File: config.mk
export PLATFORM = sky130hd
export DESIGN_NAME = ps2_keycode_rx_flat
export DESIGN_NICKNAME = d
export VERILOG_FILES = /design/src/rtl/ps2_pkg.sv /design/src/rtl/ps2_keycode_rx_if.sv /design/src/rtl/ps2_sync.sv /design/src/rtl/ps2_keycode_rx.sv /design/src/flat_wrapper.sv
export SDC_FILE = /design/constraint.sdc
export NUM_CORES = 1
export LEC_CHECK = 0
export ABC_AREA = 1
export CAP_MARGIN = 20
export CORE_UTILIZATION = 30
export DETAILED_ROUTE_END_ITERATION = 6
export PLACE_DENSITY_LB_ADDON = 0.15
export REMOVE_ABC_BUFFERS = 1
export SLEW_MARGIN = 10
export SYNTH_ARGS = -nofsm -noshare
export SYNTH_HDL_FRONTEND = slang
export SYNTH_SLANG_ARGS = --single-unit
File: constraint.sdc
create_clock -name clk -period 1.4 [get_ports clk]
set_clock_uncertainty 0.05 [all_clocks]
set_input_delay 0.28 -clock clk [delete_from_list [all_inputs] [get_ports clk]]
set_output_delay 0.28 -clock clk [all_outputs]
set_load 0.1 [all_outputs]
File: src/rtl/ps2_pkg.sv
// Shared PS/2 definitions: frame states, prefix bytes and the key codes used by game blocks.
package ps2_pkg;

  localparam int unsigned BYTE_W    = 8;
  localparam int unsigned BIT_CNT_W = 3;

  typedef enum logic [1:0] {
    IDLE,
    DATA,
    PARITY,
    STOP
  } frame_state_t;

  localparam logic [BYTE_W-1:0] PS2_EXT   = 8'hE0;
  localparam logic [BYTE_W-1:0] PS2_BRK   = 8'hF0;

  localparam logic [BYTE_W-1:0] KEY_1     = 8'h16;
  localparam logic [BYTE_W-1:0] KEY_2     = 8'h1E;
  localparam logic [BYTE_W-1:0] KEY_ESC   = 8'h76;
  localparam logic [BYTE_W-1:0] KEY_ENTER = 8'h5A;
  localparam logic [BYTE_W-1:0] KEY_UP    = 8'h75;
  localparam logic [BYTE_W-1:0] KEY_DOWN  = 8'h72;
  localparam logic [BYTE_W-1:0] KEY_LEFT  = 8'h6B;
  localparam logic [BYTE_W-1:0] KEY_RIGHT = 8'h74;

  // A frame is good when the stop bit is high and data plus parity hold an odd count of ones.
  function automatic logic frame_ok(input logic [BYTE_W-1:0] data,
                                    input logic parity,
                                    input logic stop);
    return stop & (^{data, parity});
  endfunction

endpackage

File: src/rtl/ps2_keycode_rx_if.sv
// Bundle of the raw PS/2 pins and the decoded key outputs of ps2_keycode_rx.
interface ps2_keycode_rx_if;
  import ps2_pkg::*;

  logic              ps2_clk;
  logic              ps2_data;
  logic [BYTE_W-1:0] key_code;
  logic              key_ext;
  logic              key_valid;
  logic              key_break;
  logic              parity_err;

  modport master (
    input  ps2_clk,
    input  ps2_data,
    output key_code,
    output key_ext,
    output key_valid,
    output key_break,
    output parity_err
  );

  modport slave (
    output ps2_clk,
    output ps2_data,
    input  key_code,
    input  key_ext,
    input  key_valid,
    input  key_break,
    input  parity_err
  );

endinterface

File: src/rtl/ps2_sync.sv
// Two-flop synchronisers for the PS/2 pins plus a falling-edge detector on the clock line.
module ps2_sync (
  input  logic clk,
  input  logic rst_n,
  input  logic ps2_clk,
  input  logic ps2_data,
  output logic ps2_fall,
  output logic data_sync
);

  logic [1:0] clk_ff;
  logic       clk_dly;
  logic [1:0] data_ff;

  // Reset to the idle-high bus level so leaving reset never looks like an edge.
  always_ff @(posedge clk) begin
    if (!rst_n) begin
      clk_ff  <= 2'b11;
      clk_dly <= 1'b1;
      data_ff <= 2'b11;
    end else begin
      clk_ff  <= {clk_ff[0], ps2_clk};
      clk_dly <= clk_ff[1];
      data_ff <= {data_ff[0], ps2_data};
    end
  end

  assign ps2_fall  = clk_dly & ~clk_ff[1];
  assign data_sync = data_ff[1];

endmodule

File: src/rtl/ps2_keycode_rx.sv
// PS/2 keyboard receiver: frames bytes, decodes E0/F0 prefixes, holds the pressed key code.
// Optional mid-frame inactivity timeout is enabled with the PS2_TIMEOUT_EN macro.
module ps2_keycode_rx
  import ps2_pkg::*;
#(
  parameter int unsigned TIMEOUT_CYCLES = 50000
) (
  input logic               clk,
  input logic               rst_n,
  ps2_keycode_rx_if.master  bus
);

  logic                 fall;
  logic                 data_bit;

  frame_state_t         state;
  logic [BIT_CNT_W-1:0] bit_cnt;
  logic [BYTE_W-1:0]    shift;
  logic                 parity_bit;
  logic                 ext_flag;
  logic                 brk_flag;

  logic [BYTE_W-1:0]    code_q;
  logic                 ext_q;
  logic                 valid_q;
  logic                 break_q;
  logic                 perr_q;

  ps2_sync u_sync (
    .clk       (clk),
    .rst_n     (rst_n),
    .ps2_clk   (bus.ps2_clk),
    .ps2_data  (bus.ps2_data),
    .ps2_fall  (fall),
    .data_sync (data_bit)
  );

`ifdef PS2_TIMEOUT_EN
  localparam int unsigned TO_W = $clog2(TIMEOUT_CYCLES + 1);
  logic [TO_W-1:0] to_cnt;
  logic            timeout_hit;
  assign timeout_hit = (state != IDLE) && (to_cnt == TO_W'(TIMEOUT_CYCLES));
`else
  logic unused_timeout;
  assign unused_timeout = (TIMEOUT_CYCLES == 0);
`endif

  // Frame FSM and byte decoder; the pulses default low so each lasts one cycle.
  always_ff @(posedge clk) begin
    valid_q <= 1'b0;
    break_q <= 1'b0;
    perr_q  <= 1'b0;
    if (!rst_n) begin
      state      <= IDLE;
      bit_cnt    <= '0;
      shift      <= '0;
      parity_bit <= 1'b0;
      ext_flag   <= 1'b0;
      brk_flag   <= 1'b0;
      code_q     <= '0;
      ext_q      <= 1'b0;
`ifdef PS2_TIMEOUT_EN
      to_cnt     <= '0;
`endif
    end else begin
`ifdef PS2_TIMEOUT_EN
      if (state == IDLE || fall) begin
        to_cnt <= '0;
      end else if (!timeout_hit) begin
        to_cnt <= to_cnt + TO_W'(1);
      end
`endif
      if (fall) begin
        case (state)
          IDLE: begin
            if (!data_bit) begin
              state   <= DATA;
              bit_cnt <= '0;
            end
          end
          DATA: begin
            shift   <= {data_bit, shift[BYTE_W-1:1]};
            bit_cnt <= bit_cnt + BIT_CNT_W'(1);
            if (bit_cnt == BIT_CNT_W'(BYTE_W - 1)) begin
              state <= PARITY;
            end
          end
          PARITY: begin
            parity_bit <= data_bit;
            state      <= STOP;
          end
          STOP: begin
            state <= IDLE;
            if (!frame_ok(shift, parity_bit, data_bit)) begin
              perr_q   <= 1'b1;
              ext_flag <= 1'b0;
              brk_flag <= 1'b0;
            end else if (shift == PS2_EXT) begin
              ext_flag <= 1'b1;
            end else if (shift == PS2_BRK) begin
              brk_flag <= 1'b1;
            end else begin
              // Release only clears the level if it names the key currently held.
              if (brk_flag) begin
                break_q <= 1'b1;
                if (shift == code_q && ext_flag == ext_q) begin
                  code_q <= '0;
                  ext_q  <= 1'b0;
                end
              end else begin
                valid_q <= 1'b1;
                code_q  <= shift;
                ext_q   <= ext_flag;
              end
              ext_flag <= 1'b0;
              brk_flag <= 1'b0;
            end
          end
          default: state <= IDLE;
        endcase
`ifdef PS2_TIMEOUT_EN
      end else if (timeout_hit) begin
        state    <= IDLE;
        bit_cnt  <= '0;
        shift    <= '0;
        ext_flag <= 1'b0;
        brk_flag <= 1'b0;
`endif
      end
    end
  end

  assign bus.key_code   = code_q;
  assign bus.key_ext    = ext_q;
  assign bus.key_valid  = valid_q;
  assign bus.key_break  = break_q;
  assign bus.parity_err = perr_q;

endmodule

File: src/flat_wrapper.sv
// flat-port wrapper written by rule: the top's interface ports become plain ports
module ps2_keycode_rx_flat import ps2_pkg::*;
#(
  parameter int unsigned TIMEOUT_CYCLES = 50000
)
  (clk, rst_n, bus_ps2_clk, bus_ps2_data, bus_key_code, bus_key_ext, bus_key_valid, bus_key_break, bus_parity_err);
  ps2_keycode_rx_if bus_i ();
  input logic clk;
  input logic rst_n;
  input wire logic [$bits(bus_i.ps2_clk)-1:0] bus_ps2_clk;
  input wire logic [$bits(bus_i.ps2_data)-1:0] bus_ps2_data;
  output wire logic [$bits(bus_i.key_code)-1:0] bus_key_code;
  output wire logic [$bits(bus_i.key_ext)-1:0] bus_key_ext;
  output wire logic [$bits(bus_i.key_valid)-1:0] bus_key_valid;
  output wire logic [$bits(bus_i.key_break)-1:0] bus_key_break;
  output wire logic [$bits(bus_i.parity_err)-1:0] bus_parity_err;
  assign bus_i.ps2_clk = bus_ps2_clk;
  assign bus_i.ps2_data = bus_ps2_data;
  assign bus_key_code = bus_i.key_code;
  assign bus_key_ext = bus_i.key_ext;
  assign bus_key_valid = bus_i.key_valid;
  assign bus_key_break = bus_i.key_break;
  assign bus_parity_err = bus_i.parity_err;
  ps2_keycode_rx #(.TIMEOUT_CYCLES(TIMEOUT_CYCLES)) u_core (.clk(clk), .rst_n(rst_n), .bus(bus_i));
endmodule
======== Word level (Yosys, flattened, before mapping) ========
Cells that the tools add are included.
word-level totals
  register bits after elaboration ......... 33
  bits of input ports ..................... 4
  output and inout port bits .............. 12
operators by class
  $add $sub $neg .......................... 1
  reduce and logical (&&, ||, !) cells .... 13
  bitwise operators ....................... 9
  equality and inequality tests ........... 13
  multiplexer cells ....................... 18
operators with widths
  cell                                                              count
  8-bit == test (second input constant)                             2
  8-bit 2-to-1 mux                                                  2
  3-bit AND reduction                                               5
  1-bit 2-to-1 mux                                                  11
  9-bit parity                                                      1
  8-bit == test                                                     1
  2-bit one-hot mux with 4 select lines                             1
  1-bit NOT                                                         7
  2-bit != test (second input constant)                             3
  3-bit one-hot mux with 2 select lines                             1
  6-bit AND reduction                                               1
  6-bit OR reduction                                                1
  2-bit == test (second input constant)                             2
  2-bit 2-to-1 mux                                                  2
  2-bit AND reduction                                               2
  3-bit by 1-bit adder with 3-bit output (second input constant)    1
  3-bit == test (second input constant)                             1
  3-bit 2-to-1 mux                                                  1
  3-bit != test (second input constant)                             1
  1-bit AND                                                         2
  2-bit by 1-bit == test with 1-bit output (second input constant)  1
  2-bit zero test                                                   1
  2-bit by 1-bit != test with 1-bit output (second input constant)  1
  2-bit nonzero test                                                1
  2 further kinds                                                   2

======== Longest topological paths before layout ========
Gate-level depths: netlist (run 1).
  depth after elaboration ................. 4
  depth in mapped cells ................... 14
  mapped depth without buffers ............ 14

======== Cells and area by module ========
A second synthesis (run 1) with hierarchy kept.
unflattened totals
  cells, all modules ...................... 259
  area, all modules ....................... 1729.2 sq um
by module, submodules not included
  module          area an instance (sq um)  seq. area each (sq um)  cells an instance  times used
  ps2_keycode_rx  1584.0                    560.5                   242                1
  ps2_sync        145.1                     100.1                   17                 1

======== Worst setup path before layout (run 1) ========
No wires, ideal clock.
  kind .................................... reg-to-reg
  start point ............................. reg u_core.code_q[4] (netlist: u_core.bus.key_code[4])
  end point ............................... reg u_core.code_q[2] (netlist: u_core.bus.key_code[2])
  slack ................................... -0.709 ns
  clock period less this slack ............ 2.109 ns
  cell stages (with the launch flop) ...... 9
  data required time ...................... 1.237 ns
  buffers on the path ..................... 0
  data arrival time ....................... 1.946 ns
  setup time .............................. 0.113 ns
  cell sequence ........................... dfxtp_1 -> xnor2_1 -> nand2_1 -> nor2_1 -> nand3_1 -> a21oi_4 -> nand3_2 -> nor2_1 -> nor2_1
between the ends
  word-level cells in the longest chain between the ends .. 4
ends and longest elaborated chain
  element                        line                   source
  start: declaration             ps2_keycode_rx.sv:23   logic [BYTE_W-1:0] code_q;
  start signal: assignment       ps2_keycode_rx.sv:112  code_q <= shift;
  8-bit == test                  ps2_keycode_rx.sv:106  if (shift == code_q && ext_flag == ext_q) begin
  1-bit logical AND              ps2_keycode_rx.sv:106
  2-bit != test (no line)        --
  6-bit AND reduction (no line)  --
No other way between the ends.
A chain may end at the register's enable or synchronous reset.

======== Worst setup path after layout (run 1) ========
  start point ............................. reg u_core.shift[7]
  end point ............................... reg u_core.code_q[3] (netlist: u_core.bus.key_code[3])
between the ends
  word-level cells in the longest chain between the ends .. 4
ends and longest elaborated chain
  element                            line                   source
  start: declaration                 ps2_keycode_rx.sv:18   logic [BYTE_W-1:0] shift;
  start signal: assignment           ps2_keycode_rx.sv:82   shift <= {data_bit, shift[BYTE_W-1:1]};
  8-bit == test                      ps2_keycode_rx.sv:106
  1-bit logical AND                  ps2_keycode_rx.sv:106
  2-bit != test (no line)            --
  6-bit AND reduction (no line) (*)  --
Mark *: on every way between the ends. The rest lies on a longest branch, timed or not.

==> impl_metrics.csv, run 1 <==
group,metric,value,unit
status,status,"complete, but fails checks",
status,violations,"setup timing",
pwr,ir_drop,0.000411,V
final_layout,layout_commonest_cell,"nand2_1",
sta,worstMarginPinSlew,0.267,ns
clock_tree,cts_inserted_buffers,5,
sta,rsz0062_at_grt,"yes",
final_layout,design_area,2730,um^2
detailed_routing,drt_iter0_markers,46,
setup_path,endpoint,"u_core.bus.key_code[3]",
grt,grt_max_degree,17,
hold_path,hold_class,"register to register",
sta,finalSetupTns,-2.09,ns
setup_path,r2r-start,"u_core.shift[7]",
final_layout,area_growth_syn_to_layout,60.9,%
floorplanning,rows,26,
floorplanning,die_area,5950,um^2
synth,syn_area_per_cell,6.72,um^2
sta,period_needed,1.58,ns
grt,grt_pass1_wl,7.27,mm
setup_path,critPathLaunchType,"register",
clock_tree,clock_path_buffers,2,
grt,gr-usage-all-layers,0.155,
floorplanning,die_w,77.1,um
synth,synth_seq_cells,33,
setup_path,rrSetupSlack,-0.18,ns
placed_design,gp_congestion,0.830,
setup_path,worstRegToRegCells,9,
detailed_routing,drc,0,
setup_path,timing.rr.end,"u_core.bus.key_code[3]",
synth,yosys.area.top_type,"dfxtp_1",
clock_tree,clock_latency,0.28,ns
final_layout,diodes,0,
synth,yosysTopAreaCellShare,0.390,
synth,ys_seq_area_frac,0.390,
final_layout,drive_gt1_frac,0.413,
grt,antenna_found_initial,0,
sta,drv_slew,0,
sta,fmax,0.632,GHz
clock_tree,cts_root_buf,"clkbuf_8",
synth,ys.flop_type,"dfxtp_1",
synth,synthTopCellsByArea,"dfxtp_1 39%, nand2_1 16%, nor2_1 8.2%",
sta,slew-limit-headroom,0.821,
setup_path,crit_slowest_cell,"dfxtp_2",
setup_path,path_class,"register to register",
setup_path,worst_path_most_repeated_cell,"nand2_1",
floorplanning,ios,16,
sta,hold_viol,0,
sta,final-setup-viol-count,14,
final_layout,layout_common_cells,"60 x nand2_1, 40 x buf_4, 33 x nor2_1",
setup_path,end_kind,"register",
clock_tree,cts_hold_buf,0,
clock_tree,htreeDepth,2,
floorplanning,core-area,5270,um^2
floorplanning,fp.dieH,77.1,um
setup_path,cp.required,1.58,ns
setup_path,critPathMaxFanout,8,
final_layout,finish.utilization,0.517,
synth,async_flop_share,0,
pwr,power_leakage,1.26,nW
placed_design,place_area,2350,um^2
detailed_routing,wl,4.27,mm
sta,fin_crit_sh,1.13,
grt,grt-ovfl-total,0,
placed_design,place_ws,-0.328,ns
clock_tree,cts_num_sinks,33,
detailed_routing,vias_per_cell,4.43,
synth,synth_area,1690,um^2
setup_path,worstPathArrival,1.76,ns
clock_tree,clk_pin_slew_worst_paths,0.07,ns
synth,synth_edf_count,0,
flow_run,drv_cap,0,
setup_path,slowest_delay,0.41,ns
final_layout,fill_cells,516,
detailed_routing,ant_nets,0,
placed_design,dp_hpwl,3.09,mm
setup_path,crit_start,"u_core.shift[7]",
sta,worst_slack,-0.182,ns
grt,grt_pass1_vias,1684,
floorplanning,start_util,0.321,
synth,synth_cell_types,23,
pwr,finalPower,0.00196,W
synth,yosys_warnings,0,
detailed_routing,vias,1707,
placed_design,io_buffers,15,
final_layout,fin_nets,324,
synth,synth_cells,252,
detailed_routing,drt-pass1-iter-count,7,
pwr,p_per_area,720,nW/um^2
setup_path,crit_chain,"xnor2_2, nand2_1, nor2_1, nand3_2, a21oi_4, nand3_4, nand2_1, nand2_1, nor2_1",
detailed_routing,avgRoutedWirePerCell,11.1,um
clock_tree,tritoncts,"done",
synth_stat cells (2+ instances only):
cell / n
nor2_4: 3
nor2_1: 37
xor2_1: 2
inv_2: 6
ha_1: 6
dfxtp_1: 33
clkbuf_1: 3
nand2_1: 72
nand2_2: 4
inv_1: 27
or2_2: 4
o21ai_0: 13
a21oi_1: 16
xnor2_1: 5
nand3_1: 13
stage by stage:
step                std cells  hold WS [ns]
floorplan                 248         0.299
global placement          373         0.347
detailed placement        373         0.350
CTS                       384         0.368
global route              385         0.376
finish                    385         0.366
registers in the layout (all words and copies together), names as in the netlist, 2 cells and up:
signal                 count
u_core.bit_cnt             3
u_core.u_sync.data_ff      2
u_core.bus.key_code        8
u_core.shift               8
u_core.u_sync.clk_ff       2
u_core.state               2
metal layers:
| metal | wire length (um) | GRT usage | vias up |
|---|---|---|---|
| met5 | 0 | 0 | - |
| met3 | 103 | 0.0357 | 8 |
| met4 | 81 | 0.0566 | 0 |
| met1 | 1920 | 0.180 | 779 |
| li1 | - | - | 901 |
| met2 | 2160 | 0.276 | 19 |
cell type report:
| cell class | instances | area, um^2 | share of cell area |
|---|---|---|---|
| sequential | 33 | 689 | 0.253 |
| timing repair buffer | 59 | 624 | 0.229 |
| multi-input combinational | 181 | 1070 | 0.392 |
| inverter | 34 | 140 | 0.0514 |
| tap | 70 | 87.6 | 0.0321 |
| clock inverter | 1 | 30.0 | 0.0110 |
| clock buffer | 7 | 86.3 | 0.0317 |
worst max-delay path: cells and delay by family, from the launching register on:
family | cells | cell delay, ns
compound gates | 1 | 0.20
flops | 1 | 0.41
simple gates | 7 | 0.73
xor+xnor | 1 | 0.14
worst min-delay path by stage:
stage                                  startpoint                       to  slack (ns)  cells after the start
final                     u_core.u_sync.clk_ff[0]  u_core.u_sync.clk_ff[1]        0.37                      1
after global routing      u_core.u_sync.clk_ff[0]  u_core.u_sync.clk_ff[1]        0.38                      1
after CTS                 u_core.u_sync.clk_ff[0]  u_core.u_sync.clk_ff[1]        0.37                      1
after detailed placement  u_core.u_sync.clk_ff[0]  u_core.u_sync.clk_ff[1]        0.35                      1
after global placement    u_core.u_sync.clk_ff[0]  u_core.u_sync.clk_ff[1]        0.35                      1
after floorplan                             rst_n    u_core.u_sync.clk_dly        0.30                      1
where the power goes:
| group | total, W | internal [W] | switching, W | leakage, nW |
|---|---|---|---|---|
| combinational | 0.0000882 | 0.0000409 | 0.0000474 | 0.925 |
| clock | 0.000931 | 0.000580 | 0.000351 | 0.0585 |
| sequential | 0.000942 | 0.000936 | 0.00000619 | 0.274 |
| total | 0.00196 | 0.00156 | 0.000404 | 1.26 |
cell families (layout without fill, tap and decap cells):
logic type	Yosys count	in the layout	synth area share
adder cells (fa/ha/maj)	6	6	0.0443
buffers and inverters	38	101	0.0842
AO/OA/AOI/OAI	31	31	0.0997
XOR/XNOR	7	7	0.0362
flip-flops	33	33	0.390
AND/OR/NAND/NOR	137	137	0.346
repair_timing:
item / in CTS / in global routing
pin swaps: 25 / 13
buffers inserted: 3 / 1
setup endpoints to repair: 19 / 20
gates resized for setup: 36 / 37
No activity file was read; power rests on OpenSTA's default activity.
==> run 2: changes to the inputs <==
--- a/config.mk
+++ b/config.mk
@@ -8,6 +8,7 @@
 export ABC_AREA = 1
 export CAP_MARGIN = 20
 export CORE_UTILIZATION = 30
+export CTS_CLUSTER_SIZE = 8
 export DETAILED_ROUTE_END_ITERATION = 6
 export PLACE_DENSITY_LB_ADDON = 0.15
 export REMOVE_ABC_BUFFERS = 1
==> results of run 2 <==
Same layout as run 1: the final DEF is identical, and so are final timing and power.
==> run 3: changes to the inputs <==
--- a/config.mk
+++ b/config.mk
@@ -15,4 +15,5 @@
 export SLEW_MARGIN = 10
 export SYNTH_ARGS = -nofsm -noshare
 export SYNTH_HDL_FRONTEND = slang
+export SYNTH_HIERARCHICAL = 1
 export SYNTH_SLANG_ARGS = --single-unit
==> impl_metrics.csv, run 3 <==
group,metric,value,unit
setup_path,worstPathArrival,1.79,ns
flow_run,drv_cap,0,
synth,yosys.area_share.adder,0.0434,
grt,grt_pass1_wl,8.16,mm
clock_tree,htreeDepth,2,
sta,period_needed,1.61,ns
grt,grt-busiest-layer,"met2",
synth,synthTopCellsByArea,"dfxtp_1 38%, nand2_1 18%, nor2_1 7.6%",
floorplanning,ios,16,
floorplanning,core-area,5540,um^2
detailed_routing,drt_iter0_markers,85,
sta,slew-limit-headroom,0.767,
setup_path,critPathLaunchType,"register",
grt,grt_use_met2,0.278,
sta,fin_crit_sh,1.15,
sta,final-setup-viol-count,13,
clock_tree,cts_root_buf,"clkbuf_8",
placed_design,io_buffers,15,
synth,ys_top_cells_by_count,"81 x nand2_1, 35 x nor2_1, 33 x dfxtp_1",
synth,synth_cells,259,
status,violations,"setup timing",
detailed_routing,vias,1805,
setup_path,crit_slowest_cell,"dfxtp_4",
synth,synth_seq_cells,33,
setup_path,worstRegToRegCells,11,
setup_path,r2r-start,"u_core/shift[3]",
setup_path,cp.required,1.58,ns
clock_tree,clk_pin_slew_worst_paths,0.07,ns
final_layout,finish.utilization,0.518,
sta,fmax,0.620,GHz
setup_path,path_buf_inv,4,
hold_path,hold_class,"register to register",
floorplanning,die_w,77.9,um
status,status,"complete, but fails checks",
synth,async_flop_share,0,
sta,drv_slew,0,
setup_path,critPathMaxFanout,8,
floorplanning,start_util,0.312,
detailed_routing,avgRoutedWirePerCell,11.8,um
grt,grt_max_degree,17,
clock_tree,clock_path_buffers,2,
pwr,p_per_area,617,nW/um^2
setup_path,rrSetupSlack,-0.21,ns
clock_tree,cts_inserted_buffers,5,
final_layout,layout_common_cells,"55 x nand2_1, 48 x buf_4, 30 x nor2_1",
final_layout,layout_commonest_cell,"nand2_1",
synth,synth_most_common_cell,"nand2_1",
setup_path,worst_path_dominant_cell_family,"simple AND/OR/NAND/NOR gates",
detailed_routing,drc,0,
final_layout,fill_cells,548,
setup_path,timing.rr.end,"u_core/bus.key_code[5]",
synth,synth_area,1730,um^2
detailed_routing,wl,4.78,mm
grt,grt-ovfl-total,0,
pwr,finalPower,0.00177,W
placed_design,gp_congestion,0.819,
final_layout,diodes,0,
placed_design,place_area,2420,um^2
final_layout,design_area,2870,um^2
hold_path,hold-path-endpoint,"u_core/u_sync/clk_ff[1]",
floorplanning,die_area,6070,um^2
final_layout,area_growth_syn_to_layout,66.1,%
grt,antenna_found_initial,0,
floorplanning,fp.dieH,77.9,um
pwr,power_leakage,1.39,nW
clock_tree,clock_latency,0.29,ns
synth,synthMuxAreaShare,0,
sta,rsz0062_at_grt,"yes",
synth,yosysTopAreaCellShare,0.382,
sta,worstMarginPinSlew,0.348,ns
grt,use_met1,0.226,
synth,synth_xor_area_frac,0.0152,
clock_tree,cts_num_sinks,33,
grt,grt_use_met3,0.0412,
placed_design,place_ws,-0.246,ns
synth,synth_top_family_by_area,"simple AND/OR/NAND/NOR gates",
synth,synth-simple-area-share,0.380,
pwr,ir_drop,0.000503,V
placed_design,dp_hpwl,3.30,mm
synth,synth_cell_types,24,
detailed_routing,vias_per_cell,4.47,
synth,yosys.area.top_type,"dfxtp_1",
setup_path,slowest_delay,0.41,ns
clock_tree,tritoncts,"done",
detailed_routing,ant_nets,0,
synth,yosys_warnings,6,
synth,synth_compound_area_frac,0.0890,
synth,ys_seq_area_frac,0.382,
detailed_routing,drt-pass1-iter-count,4,
setup_path,end_kind,"register",
grt,gr-usage-all-layers,0.175,
setup_path,crit_chain,"inv_4, buf_4, buf_6, nand4_1, nand3b_1, inv_2, nor2_4, nand2_4, nand2_2, nand2_1, nor2_1",
synth,ys.flop_type,"dfxtp_1",
sta,hold_viol,0,
final_layout,drive_gt1_frac,0.467,
hold_path,min_from,"u_core/u_sync/clk_ff[0]",
hold_path,hold_depth,2,
synth,synth_edf_count,0,
sta,worst_slack,-0.214,ns
final_layout,fin_nets,341,
sta,whs,0.353,ns
clock_tree,cts_hold_buf,0,
grt,grt_pass1_vias,1804,
synth,syn_area_per_cell,6.68,um^2
floorplanning,rows,27,
setup_path,path_class,"register to register",
[run 3: worst min-delay path, cell delays in order (launching register included)]
cell     delay (ns)
dfxtp_1        0.31
inv_1          0.03
nand2_1        0.04
[run 3: stage by stage]
step	TNS, ns	cells
2_1_floorplan	-6.01	255
3_3_place_gp	-2.99	386
3_5_place_dp	-3.11	386
4_1_cts	-1.51	403
5_1_grt	-3.85	404
6_report	-2.39	404
[run 3: how the worst max path moves through the flow]
| stage | from | end | slack, ns | cells after the start |
|---|---|---|---|---|
| finish | u_core/shift[3] | u_core/bus.key_code[5] | -0.21 | 11 |
| floorplan | u_core/bus.key_code[5] | u_core/bus.key_code[5] | -0.67 | 13 |
| global placement | u_core/shift[3] | u_core/bus.key_ext | -0.23 | 13 |
| global route | u_core/shift[0] | u_core/bus.key_code[5] | -0.34 | 13 |
| detailed placement | u_core/shift[5] | u_core/bus.key_code[4] | -0.25 | 13 |
| CTS | u_core/shift[5] | u_core/bus.key_code[3] | -0.15 | 12 |
[run 3: logic make-up (layout without fill, tap and decap cells)]
family,Yosys count,after routing
AND/OR/NAND/NOR,148,149
AO/OA/AOI/OAI,30,30
adder cells (fa/ha/maj),6,6
flip-flops,33,33
buffers and inverters,39,111
XOR/XNOR,3,3
[run 3: power by group]
part	total [W]	internal (W)	switching [W]
logic	0.0000928	0.0000407	0.0000520
registers	0.000944	0.000937	0.00000694
clock network	0.000735	0.000349	0.000387
[run 3: repair_timing]
| item | in CTS | in global routing |
|---|---|---|
| pin swaps | 21 | 18 |
| endpoints found under the setup margin | 15 | 20 |
| gates resized for setup | 57 | 39 |
| gates cloned | 1 | 0 |
| buffers inserted | 8 | 1 |
[run 3: final cells by class]
cell class,count,area (um^2),area share
Inverter,35,146,0.0510
Clock inverter,3,22.5,0.00784
Sequential cell,33,687,0.239
Multi-Input combinational cell,188,1150,0.401
Timing Repair Buffer,68,704,0.245
Tap cell,72,90.1,0.0314
Clock buffer,5,68.8,0.0240
[run 3: layer usage]
metal	vias to the layer above	routed length, um	share of wire
met3	8	149	0.031
met4	0	85	0.018
met5	-	0	0
li1	955	-	-
met1	811	2270	0.48
met2	31	2270	0.48
